--- src/rtl/divider_bank.sv ---
// Multi-channel programmable clock divider with per-channel toggle/pulse modes and
// boundary-aligned shadow reconfiguration. Optional strobe logic: DIVIDER_STROBE_EN.
module divider_bank #(
    parameter int CHANNELS     = 4,
    parameter int WIDTH        = 32,
    parameter int DEFAULT_HALF = 5,
    localparam int CW          = (CHANNELS > 1) ? $clog2(CHANNELS) : 1
) (
    input  logic                pulse_clock,
    input  logic                external_reset_n,
    input  logic                sync_clear,
    input  logic [CHANNELS-1:0] enable,
    input  logic                cfg_valid,
    output logic                cfg_ready,
    input  logic [CW-1:0]       cfg_channel,
    input  logic [WIDTH-1:0]    cfg_half,
    input  logic                cfg_mode,
    output logic [CHANNELS-1:0] cfg_pending,
    output logic [CHANNELS-1:0] divided_clock,
    output logic [CHANNELS-1:0] period_strobe
);

    logic [CHANNELS-1:0] pend_vec;

    // Channels outside the bank are always ready so their requests drain harmlessly.
    always_comb begin
        cfg_ready = 1'b1;
        if (32'(cfg_channel) < CHANNELS) begin
            cfg_ready = !pend_vec[cfg_channel];
        end
    end

    assign cfg_pending = pend_vec;

    generate
        for (genvar gi = 0; gi < CHANNELS; gi++) begin : g_ch
            logic [WIDTH-1:0] half_q, half_d;
            logic             mode_q, mode_d;
            logic [WIDTH-1:0] cnt_q, cnt_d;
            logic             out_q, out_d;
            logic [WIDTH-1:0] sh_half_q, sh_half_d;
            logic             sh_mode_q, sh_mode_d;
            logic             pend_q, pend_d;
            logic             strobe_d;
            logic             accept, run, term, boundary, apply;

            assign accept   = cfg_valid && cfg_ready && (32'(cfg_channel) == gi);
            assign run      = enable[gi] && (half_q != '0);
            assign term     = (half_q != '0) && (cnt_q == half_q - WIDTH'(1));
            // Toggle mode only hands over on the falling edge so the high phase is never cut.
            assign boundary = sync_clear || !run || (term && (mode_q || out_q));
            // An accept can only land while pend_q is clear, so a same-cycle boundary is skipped.
            assign apply    = pend_q && boundary;

            always_comb begin
                half_d    = half_q;
                mode_d    = mode_q;
                cnt_d     = cnt_q;
                out_d     = out_q;
                sh_half_d = sh_half_q;
                sh_mode_d = sh_mode_q;
                pend_d    = pend_q;
                strobe_d  = 1'b0;

                if (accept) begin
                    sh_half_d = cfg_half;
                    sh_mode_d = cfg_mode;
                    pend_d    = 1'b1;
                end

                if (sync_clear || apply || !run) begin
                    cnt_d = '0;
                    out_d = 1'b0;
                    if (apply) begin
                        half_d = sh_half_q;
                        mode_d = sh_mode_q;
                        pend_d = 1'b0;
                    end
                end else if (term) begin
                    cnt_d    = '0;
                    out_d    = mode_q ? 1'b1 : !out_q;
                    strobe_d = mode_q ? 1'b1 : !out_q;
                end else begin
                    cnt_d = cnt_q + WIDTH'(1);
                    out_d = mode_q ? 1'b0 : out_q;
                end
            end

            always_ff @(posedge pulse_clock or negedge external_reset_n) begin
                if (!external_reset_n) begin
                    half_q    <= WIDTH'(DEFAULT_HALF);
                    mode_q    <= 1'b0;
                    cnt_q     <= '0;
                    out_q     <= 1'b0;
                    sh_half_q <= WIDTH'(DEFAULT_HALF);
                    sh_mode_q <= 1'b0;
                    pend_q    <= 1'b0;
                end else begin
                    half_q    <= half_d;
                    mode_q    <= mode_d;
                    cnt_q     <= cnt_d;
                    out_q     <= out_d;
                    sh_half_q <= sh_half_d;
                    sh_mode_q <= sh_mode_d;
                    pend_q    <= pend_d;
                end
            end

`ifdef DIVIDER_STROBE_EN
            logic strobe_q;
            always_ff @(posedge pulse_clock or negedge external_reset_n) begin
                if (!external_reset_n) begin
                    strobe_q <= 1'b0;
                end else begin
                    strobe_q <= strobe_d;
                end
            end
            assign period_strobe[gi] = strobe_q;
`else
            logic unused_strobe;
            assign unused_strobe     = strobe_d;
            assign period_strobe[gi] = 1'b0;
`endif

            assign divided_clock[gi] = out_q;
            assign pend_vec[gi]      = pend_q;
        end
    endgenerate

endmodule
--- config.mk ---
export PLATFORM = sky130hd
export DESIGN_NAME = divider_bank
export DESIGN_NICKNAME = d
export VERILOG_FILES = /design/src/rtl/divider_bank.sv
export SDC_FILE = /design/constraint.sdc
export NUM_CORES = 1
export LEC_CHECK = 0
export ABC_AREA = 1
export BUFFER_PORTS_ARGS = -buffer_cell sky130_fd_sc_hd__buf_2
export CAP_MARGIN = 20
export CORE_UTILIZATION = 49
export CTS_CLUSTER_DIAMETER = 30
export CTS_CLUSTER_SIZE = 16
export DETAILED_ROUTE_END_ITERATION = 6
export PLACE_DENSITY = 0.69
export SLEW_MARGIN = 20
export SYNTH_ARGS = -nofsm -noshare
export SYNTH_HDL_FRONTEND = slang
export SYNTH_SLANG_ARGS = --single-unit
--- constraint.sdc ---
create_clock -name pulse_clock -period 3.6 [get_ports pulse_clock]
set_input_delay 0.72 -clock pulse_clock [delete_from_list [all_inputs] [get_ports pulse_clock]]
set_output_delay 0.72 -clock pulse_clock [all_outputs]
set_load 0.01 [all_outputs]
==> impl_metrics.toml, run 1 <==
[synthesis]
netlist_area_sq_um = 23730
yosys.area.top_type_share_pct = 40.50
avgSynthCellArea_sq_um = 7.192
ys_types = 53
synthTopCellsByCount = "985 x nand2_1, 496 x nor2_1, 384 x dfrtp_1"
synthArstFlopShare_pct = 100.0
ys_ff_latch = 400
syn_inst = 3299
synth_warnings = 0
ys.flop_type = "dfrtp_1"
synth-edff-count = 0
yosysTopAreaCell = "dfrtp_1"
synth_seq_area_share_pct = 42.27
synth.most_common_cell = "nand2_1"
yosys-top-cells-area = "dfrtp_1 41%, nand2_1 16%, nor2_1 7.8%"

[pwr]
power.total_w = 0.01944
p_per_area_nw_per_um2 = 702.3
p_leak_nw = 13.55
vdd_drop_max_mv = 0.4075

[clock_network]
cts_hold_buf = 0
clockRootBuffer = "clkbuf_16"
cts_tree = "yes"
path_clk_slew_ns = 0.05
worstSkewPairLatency_ns = 0.62
post-cts-setup-buffers = 0
htreeDepth = 3
clk_path_buf_depth = 3
cts_resized = 0
cts.sinks = 400
cts_buffers = 93

[timing]
finalSetupViolations = 0
post-route-period-util_pct = 87.12
relSlewSlack_pct = 47.17
max_freq_mhz = 318.8
finClkSkew_ns = 0.02829
drv_slew = 0
tightest_slew_ns = 0.7907
hold_violations = 0
setup_slack_ns = 0.4636
post-route-min-period_ns = 3.136
setup_tns_ns = 0
rsz0062_at_grt = "no"

[floorplan]
dieWidth_microns = 222.0
initial_core_util_pct = 49.69
die-area_sq_um = 49300
die_h_microns = 222.0
core-area_sq_um = 47750
io_pins = 56
num_rows = 80

[setup_path]
crit_buf_inv = 1
cp_cell_sequence = "inv_1 > ha_1 > nand3_2 > nor2_1 > nand2_1 > o21ai_0 > nand2_1 > nand2_1 > nand2_1 > nor2_1 > nand3_1 > nor2_1 > nand3_2 > nand2_4 > nand2_4 > nand2_1 > nand2_1"
cp-start-kind = "flop"
cp_max_fo = 33
worstPathRequired_ns = 4.11
crit_type = "reg -> reg"
critPathTopFamily = "simple AND/OR/NAND/NOR gates"
slowest_stage = "dfstp_2"
crit_arrival_ns = 3.65
slowest_delay_ns = 0.37
end_kind = "flop"
crit_top_cell = "nand2_1"

[hold_path]
min_path_type = "in -> async"

[final_layout]
nets = 3432
drive_above_1_share_pct = 10.41
final_core_util_pct = 57.97
areaGrowthSynthToFinish_pct = 16.66

[placed_design]
post-place-ws_ns = 0.4633
post-dp-hpwl_mm = 48.20
place_congestion = 0.9499
port_buffers = 51

[drt]
drt_wl_total_mm = 65.94
wl_per_cell_microns = 16.18
drt_pass1_iterations = 6
vias = 21640
drtIter0Drc = 1705
ant_nets = 0
post-route-drc-count = 0
viasPerCell = 5.311

[run]
max_cap_viol_count = 0

[global_route]
gr-total-overflow = 0
antenna_found_initial = 8
grt_pass1_vias = 21180
grt_pass1_wl_mm = 108.1
grt_start_max_net_pins = 88
grt_use_total_pct = 27.29

[run_status]
status = "finished, final reports clean"
[state kept, by name (all words and copies together), names as in the netlist]
register / flops
g_ch.cnt_q: 128
g_ch.pend_q: 4
g_ch.sh_mode_q: 4
g_ch.sh_half_q: 128
g_ch.mode_q: 4
g_ch.out_q: 4
g_ch.half_q: 128
[layout by cell type, fill, tap and decap left out, types with 8 or more instances in the layout]
cell        count
o21bai_1        8
clkinv_2       17
buf_4          28
nand2_4        10
clkbuf_16      95
a21oi_1         8
o21ai_0       199
clkbuf_1       20
nand4_1        53
nand3_2         9
dfstp_2        16
nand3b_1       23
ha_1           12
nor4_1         12
o21ai_1        10
xnor2_1        60
inv_1         306
nand3_1       329
nand2_2        10
clkinvlp_4     12
dfrtp_1       384
or2_2          25
bufinv_16       9
clkbuf_8       14
buf_2          50
nor3_1         45
nor2_1        496
nand2_1       985
nor2_2         21
nor2_4         10
xor2_1        108
[cell families after synthesis]
logic type	synth area share, %
buffers and inverters	7.657
DFF	42.27
adders and majority gates	0.6328
and+or+nand+nor	37.52
other	0.01581
xor gates and xnor gates	6.297
AOI/OAI and AO/OA	5.601
[cell type report]
cell class / count / area (sq um)
clock buffers: 129 / 2645
repair buffers: 84 / 575.6
multi-input cells: 2484 / 11910
flip-flops and latches: 400 / 10030
inverters: 314 / 1179
fillers: 4344 / 20070
diodes: 3 / 7.507
clock inverters: 46 / 566.8
well taps: 615 / 769.5
[power breakdown]
group / total, W / internal, W / switching [W]
logic: 0.00476 / 0.00167 / 0.00308
clock network: 0.00844 / 0.00576 / 0.00267
registers: 0.00624 / 0.00530 / 0.000943
total: 0.0194 / 0.0127 / 0.00670
[metal layers]
metal / up-vias / GRT usage, % / part of all wire, %
li1: 10650 / - / -
met1: 10170 / 35.84 / 43
met2: 689 / 44.04 / 46
met3: 128 / 5.937 / 7.7
met4: 2 / 9.969 / 2.5
met5: - / 1.564 / 0.17
[per-stage QoR]
stage | hold WS, ns | area, sq um | instances
after floorplan | 0.4244 | 23740 | 3302
after global placement | 0.4602 | 24460 | 3897
after detailed placement | 0.4644 | 24460 | 3897
after CTS | 0.1410 | 27670 | 4072
after global routing | 0.1426 | 27670 | 4072
final | 0.08002 | 27680 | 4075
[path summary, 6_finish.rpt]
check                                       start            endpoint  slack (ns)  cells past startpoint
worst max-delay path            g_ch[3].half_q[0]  g_ch[3].half_q[16]        0.46                     17
worst max register to register  g_ch[3].half_q[0]  g_ch[3].half_q[16]        0.46                     17
worst min-delay path             external_reset_n   g_ch[1].cnt_q[25]        0.08                      1
worst min register to register  g_ch[3].half_q[0]   g_ch[3].half_q[0]        0.47                      2
max in group asynchronous        external_reset_n    g_ch[2].cnt_q[2]        2.54                      2
min in group pulse_clock        g_ch[3].half_q[0]   g_ch[3].half_q[0]        0.47                      2
No activity file was read; power rests on OpenSTA's default activity.
==> inputs of run 2 (changes only) <==
- CTS_BUF_LIST: default -> sky130_fd_sc_hd__clkbuf_8 sky130_fd_sc_hd__clkbuf_16
- GPL_TIMING_DRIVEN: default -> 0
==> impl_metrics.toml, run 2 (synthesis results as in run 1) <==
[setup_path]
cp_max_fo = 10
rr_startpoint = "g_ch[3].half_q[0]"
critPathTopFamily = "simple AND/OR/NAND/NOR gates"
slowest_delay_ns = 0.40
cp-start-kind = "flop"
slowest_stage = "o21ai_4"
end_kind = "flop"
ff2ff_path_depth = 16
crit_type = "reg -> reg"
timing.rr.end = "g_ch[3].cnt_q[21]"
cp_cell_sequence = "inv_1 > ha_1 > nand3_2 > nor2_4 > nand2_1 > xor2_1 > inv_1 > nor2_1 > nand2_1 > nor2_1 > nand2_1 > nor2_2 > nand3_2 > o21ai_4 > buf_6 > nor2_1"
crit_arrival_ns = 3.67
regToRegSetupSlack_ns = 0.42
worstPathRequired_ns = 4.10
crit_buf_inv = 3

[global_route]
antenna_found_initial = 2
grt_start_max_net_pins = 100
grt_pass1_vias = 21210
grt_use_total_pct = 26.95
grt_pass1_wl_mm = 106.7
gr-total-overflow = 0

[placed_design]
place_congestion = 0.9387
port_buffers = 51
post-dp-hpwl_mm = 47.89
place_area_sq_um = 24910

[clock_network]
htreeDepth = 3
cts_tree = "yes"
cts_resized = 0
clockRootBuffer = "clkbuf_16"
worstSkewPairLatency_ns = 0.63
cts.sinks = 400
cts_buffers = 92
post-cts-setup-buffers = 0
clk_path_buf_depth = 3
path_clk_slew_ns = 0.05

[timing]
max_freq_mhz = 314.9
tightest_slew_ns = 0.7546
rsz0062_at_grt = "no"
post-route-min-period_ns = 3.176
post-route-period-util_pct = 88.21
drv_slew = 0
setup_tns_ns = 0
relSlewSlack_pct = 49.58
finalSetupViolations = 0
finClkSkew_ns = 0.03157
hold_violations = 0

[run_status]
status = "finished, final reports clean"

[drt]
drt_wl_total_mm = 65.10
viasPerCell = 5.246
drtIter0Drc = 1679
post-route-drc-count = 0
drt_pass1_iterations = 6
vias = 21750
wl_per_cell_microns = 15.70
ant_nets = 0

[pwr]
p_leak_nw = 13.92
power.total_w = 0.01964
vdd_drop_max_mv = 0.5691
p_per_area_nw_per_um2 = 696.2

[final_layout]
layout_common_cells = "985 x nand2_1, 496 x nor2_1, 384 x dfrtp_1"
diodes = 0
areaGrowthSynthToFinish_pct = 18.87
final_cell_area_sq_um = 28200
nets = 3508
layout_commonest_cell = "nand2_1"
drive_above_1_share_pct = 11.07
top_regs = "g_ch.cnt_q: 128 flops, g_ch.half_q: 128 flops, g_ch.sh_half_q: 128 flops"

[floorplan]
die-area_sq_um = 49300
initial_core_util_pct = 49.69
core-area_sq_um = 47750
dieWidth_microns = 222.0
io_pins = 56
num_rows = 80
die_h_microns = 222.0

[run]
max_cap_viol_count = 0

[hold_path]
min_path_type = "in -> async"
[run 2: cell count changes in the layout (fill, tap and decap cells not counted), sizes merged, moves of 3 or more]
cell,previous run,this run
buf,84,122
inv,316,334
clkbuf,129,142
clkinvlp,12,5
bufinv,9,15
clkinv,23,28
diode,3,0
[run 2: worst max path at each step]
stage	from	end	slack (ns)	depth (start not counted)
3_5_place_dp	g_ch[3].half_q[0]	g_ch[3].cnt_q[22]	0.52	16
6_report	g_ch[3].half_q[0]	g_ch[3].cnt_q[21]	0.42	16
3_3_place_gp	external_reset_n	g_ch[3].cnt_q[9]	-6.28	1
2_1_floorplan	cfg_channel[0]	g_ch[3].sh_half_q[22]	1.16	10
4_1_cts	g_ch[3].half_q[0]	g_ch[3].cnt_q[24]	0.49	16
5_1_grt	g_ch[3].half_q[0]	g_ch[3].cnt_q[18]	0.19	16
[run 2: final cells by class]
| cell class | instances | area (sq um) |
|---|---|---|
| fillers | 4368 | 19540 |
| repair buffers | 57 | 412.9 |
| flip-flops and latches | 400 | 10030 |
| multi-input cells | 2484 | 11890 |
| clock inverters | 68 | 794.5 |
| clock buffers | 104 | 2490 |
| plain buffers | 104 | 638.1 |
| inverters | 314 | 1179 |
| well taps | 615 | 769.5 |
[run 2: metal layers]
metal  global-route usage (%)  part of all wire, %
met1                    36.45                   45
met2                    42.64                   46
met3                    6.056                  7.4
met4                    9.095                  2.4
met5                        0                    0
[run 2: what timing repair did]
item / in CTS / in global routing
endpoints found under the hold margin: 5 / 0
hold buffers: 1 / 0
setup endpoints to repair: 0 / 0
[run 2: through the flow]
step	instances	setup slack, ns	utilization (%)	hold slack, ns
after CTS	4146	0.4863	59.07	0.4584
after detailed placement	3973	0.5212	52.17	0.4597
final	4146	0.4243	59.07	0.4751
after global placement	3968	-6.279	51.86	0.4581
after floorplan	3302	1.160	-	0.4244
after global routing	4146	0.1928	59.07	0.4760
[run 2: power by group]
part           leakage (nW)  internal, W  switching (W)
Clock                  1.68      0.00600        0.00266
Combinational          7.02      0.00170        0.00309
Sequential             5.21      0.00530       0.000880
==> inputs of run 3 (changes only) <==
- ABC_AREA: 1 -> default
- CORE_UTILIZATION: 49 -> 38
- PLACE_DENSITY: 0.69 -> 0.57
==> impl_metrics.toml, run 3 <==
[drt]
viasPerCell = 5.389
drtIter0Drc = 929
drt_wl_total_mm = 62.02
ant_nets = 0
wl_per_cell_microns = 19.83
vias = 16850
post-route-drc-count = 0
drt_pass1_iterations = 5

[setup_path]
rr_startpoint = "g_ch[3].half_q[1]"
worstPathRequired_ns = 4.11
regToRegSetupSlack_ns = -0.02
crit_end = "g_ch[3].half_q[30]"
end_kind = "flop"
timing.rr.end = "g_ch[3].half_q[30]"
ff2ff_path_depth = 12
worstSetupStartpoint = "g_ch[3].half_q[1]"
crit_arrival_ns = 4.12
cp-start-kind = "flop"
cp_max_fo = 5
crit_type = "reg -> reg"

[run]
max_cap_viol_count = 0

[placed_design]
place_congestion = 0.8894
port_buffers = 51
dp.cells = 2874
post-place-ws_ns = -0.6754
post-dp-hpwl_mm = 42.96

[pwr]
intPower_w = 0.01452
pwr-share-clk_pct = 42.2
switching_share_pct = 32.53
p_switching_w = 0.007000
combPwrFrac_pct = 25.0
p_seq_share_pct = 32.8
vdd_drop_max_mv = 0.6139
p_per_area_nw_per_um2 = 753.9
p_leak_nw = 11.78
power.total_w = 0.02152

[final_layout]
drive_above_1_share_pct = 32.55
top_regs = "g_ch.cnt_q: 128 flops, g_ch.half_q: 128 flops, g_ch.sh_half_q: 128 flops"
stdcell_count = 3127
layout_common_cells = "366 x dfrtp_1, 224 x nor2_1, 164 x mux2_2"
final-seq-area_sq_um = 10050
fillers = 5066
multi_input_area_sq_um = 12210
nets = 2339
layout_commonest_cell = "dfrtp_1"
areaGrowthSynthToFinish_pct = 29.40

[global_route]
grt_pass1_vias = 17040
grt_use_total_pct = 20.92
grt_start_max_net_pins = 101
grt_pass1_wl_mm = 96.92
gr-total-overflow = 0
antenna_found_initial = 5

[timing]
drv_slew = 0
hold_violations = 0
post-route-period-util_pct = 100.5
setup_slack_ns = -0.01697
setup_tns_ns = -0.06003
rsz0062_at_grt = "yes"
relSlewSlack_pct = 32.83
hold_slack_ns = 0.4625
finClkSkew_ns = 0.01635
finalSetupViolations = 6
tightest_slew_ns = 1.005
post-route-min-period_ns = 3.617
max_freq_mhz = 276.5

[synthesis]
ys.flop_type = "dfrtp_1"
ys_ff_latch = 400
yosys-top-cells-area = "dfrtp_1 44%, mux2_2 8.4%, xnor2_1 5.9%"
synth-edff-count = 0
ys_types = 90
syn_inst = 2058
synth_seq_area_share_pct = 45.47
synthTopCellsByCount = "384 x dfrtp_1, 225 x nor2_1, 164 x mux2_2"
synthArstFlopShare_pct = 100.0
avgSynthCellArea_sq_um = 10.72
yosys.area.top_type_share_pct = 43.57
synth.most_common_cell = "dfrtp_1"
yosysTopAreaCell = "dfrtp_1"
synth_warnings = 0
netlist_area_sq_um = 22060

[floorplan]
dieWidth_microns = 242.9
num_rows = 87
io_pins = 56
die-area_sq_um = 59010
initial_core_util_pct = 38.82
core-area_sq_um = 56820
die_h_microns = 242.9

[clock_network]
cts_buffers = 99
worstSkewPairLatency_ns = 0.64
cts.sinks = 400
cts_tree = "yes"
clockRootBuffer = "clkbuf_16"
path_clk_slew_ns = 0.05
htreeDepth = 3
clk_path_buf_depth = 3

[run_status]
status = "finished, violations left"
violations = "setup timing"

[hold_path]
min_path_type = "in -> reg"
run 3: what timing repair did:
item                       CTS  global route
hold buffers                 1             0
gates cloned                 3             4
setup endpoints to repair  261           256
resized for setup          103           126
pin swaps                   25            42
hold endpoints to repair    35             0
setup buffers               41            39
run 3: how the worst min path moves through the flow:
| stage | startpoint | endpoint | slack, ns | cells after the start |
|---|---|---|---|---|
| final | cfg_half[24] | g_ch[1].sh_half_q[24] | 0.46 | 2 |
| after global placement | g_ch[0].sh_half_q[30] | g_ch[0].half_q[30] | 0.46 | 1 |
| after floorplan | external_reset_n | g_ch[0].cnt_q[0] | 0.42 | 0 |
| after global routing | cfg_half[24] | g_ch[0].sh_half_q[24] | 0.46 | 2 |
| after detailed placement | g_ch[0].sh_half_q[31] | g_ch[0].half_q[31] | 0.47 | 1 |
| after CTS | cfg_half[24] | g_ch[1].sh_half_q[24] | 0.43 | 2 |
run 3: per-stage QoR:
step	cell area [sq um]	util, %
finish	28540	50.23
global route	28530	50.22
CTS	27700	48.75
detailed placement	23420	41.21
global placement	23270	40.96
floorplan	22070	-
run 3: final cells by class:
| type | instances | area share (%) |
|---|---|---|
| well taps | 756 | 3.314 |
| flip-flops and latches | 400 | 35.22 |
| clock inverters | 74 | 2.766 |
| plain buffers | 77 | 1.837 |
| clock buffers | 112 | 9.386 |
| diodes | 2 | 0.01754 |
| multi-input cells | 1528 | 42.78 |
| inverters | 34 | 0.4472 |
| repair buffers | 144 | 4.231 |
run 3: cells by family after synthesis:
logic type      share of synthesized area [%]
flops                                   45.47
other cells                           0.01700
buf+inv                                 2.802
mux                                     15.32
xor+xnor                                11.11
fa+ha+maj                              0.6807
compound gates                          5.957
simple gates                            18.64
run 3: per-layer routing:
layer,up-vias,GRT usage [%],part of all wire (%)
met5,-,0,0
met4,0,6.733,2.7
met3,122,4.644,5.2
met2,409,31.83,44
met1,8438,29.39,48
li1,7882,-,-
run 3: power by group through the flow:
stage	clock network [W]	logic, W	registers (W)
floorplan	0	0.00359	0.00628
global placement	0	0.00443	0.00674
detailed placement	0	0.00455	0.00677
CTS	0.00924	0.00487	0.00688
global route	0.00949	0.00583	0.00721
finish	0.00909	0.00537	0.00706
run 3: critical path, stage by stage (launching register included):
cell       delay, ns
dfrtp_2         0.42
buf_4           0.15
or4_4           0.55
nor4_4          0.35
nand3_2         0.14
xnor2_2         0.17
or3_4           0.38
or4_4           0.43
o21ai_4         0.18
nand2_4         0.11
buf_12          0.16
clkbuf_16       0.15
mux2_4          0.29
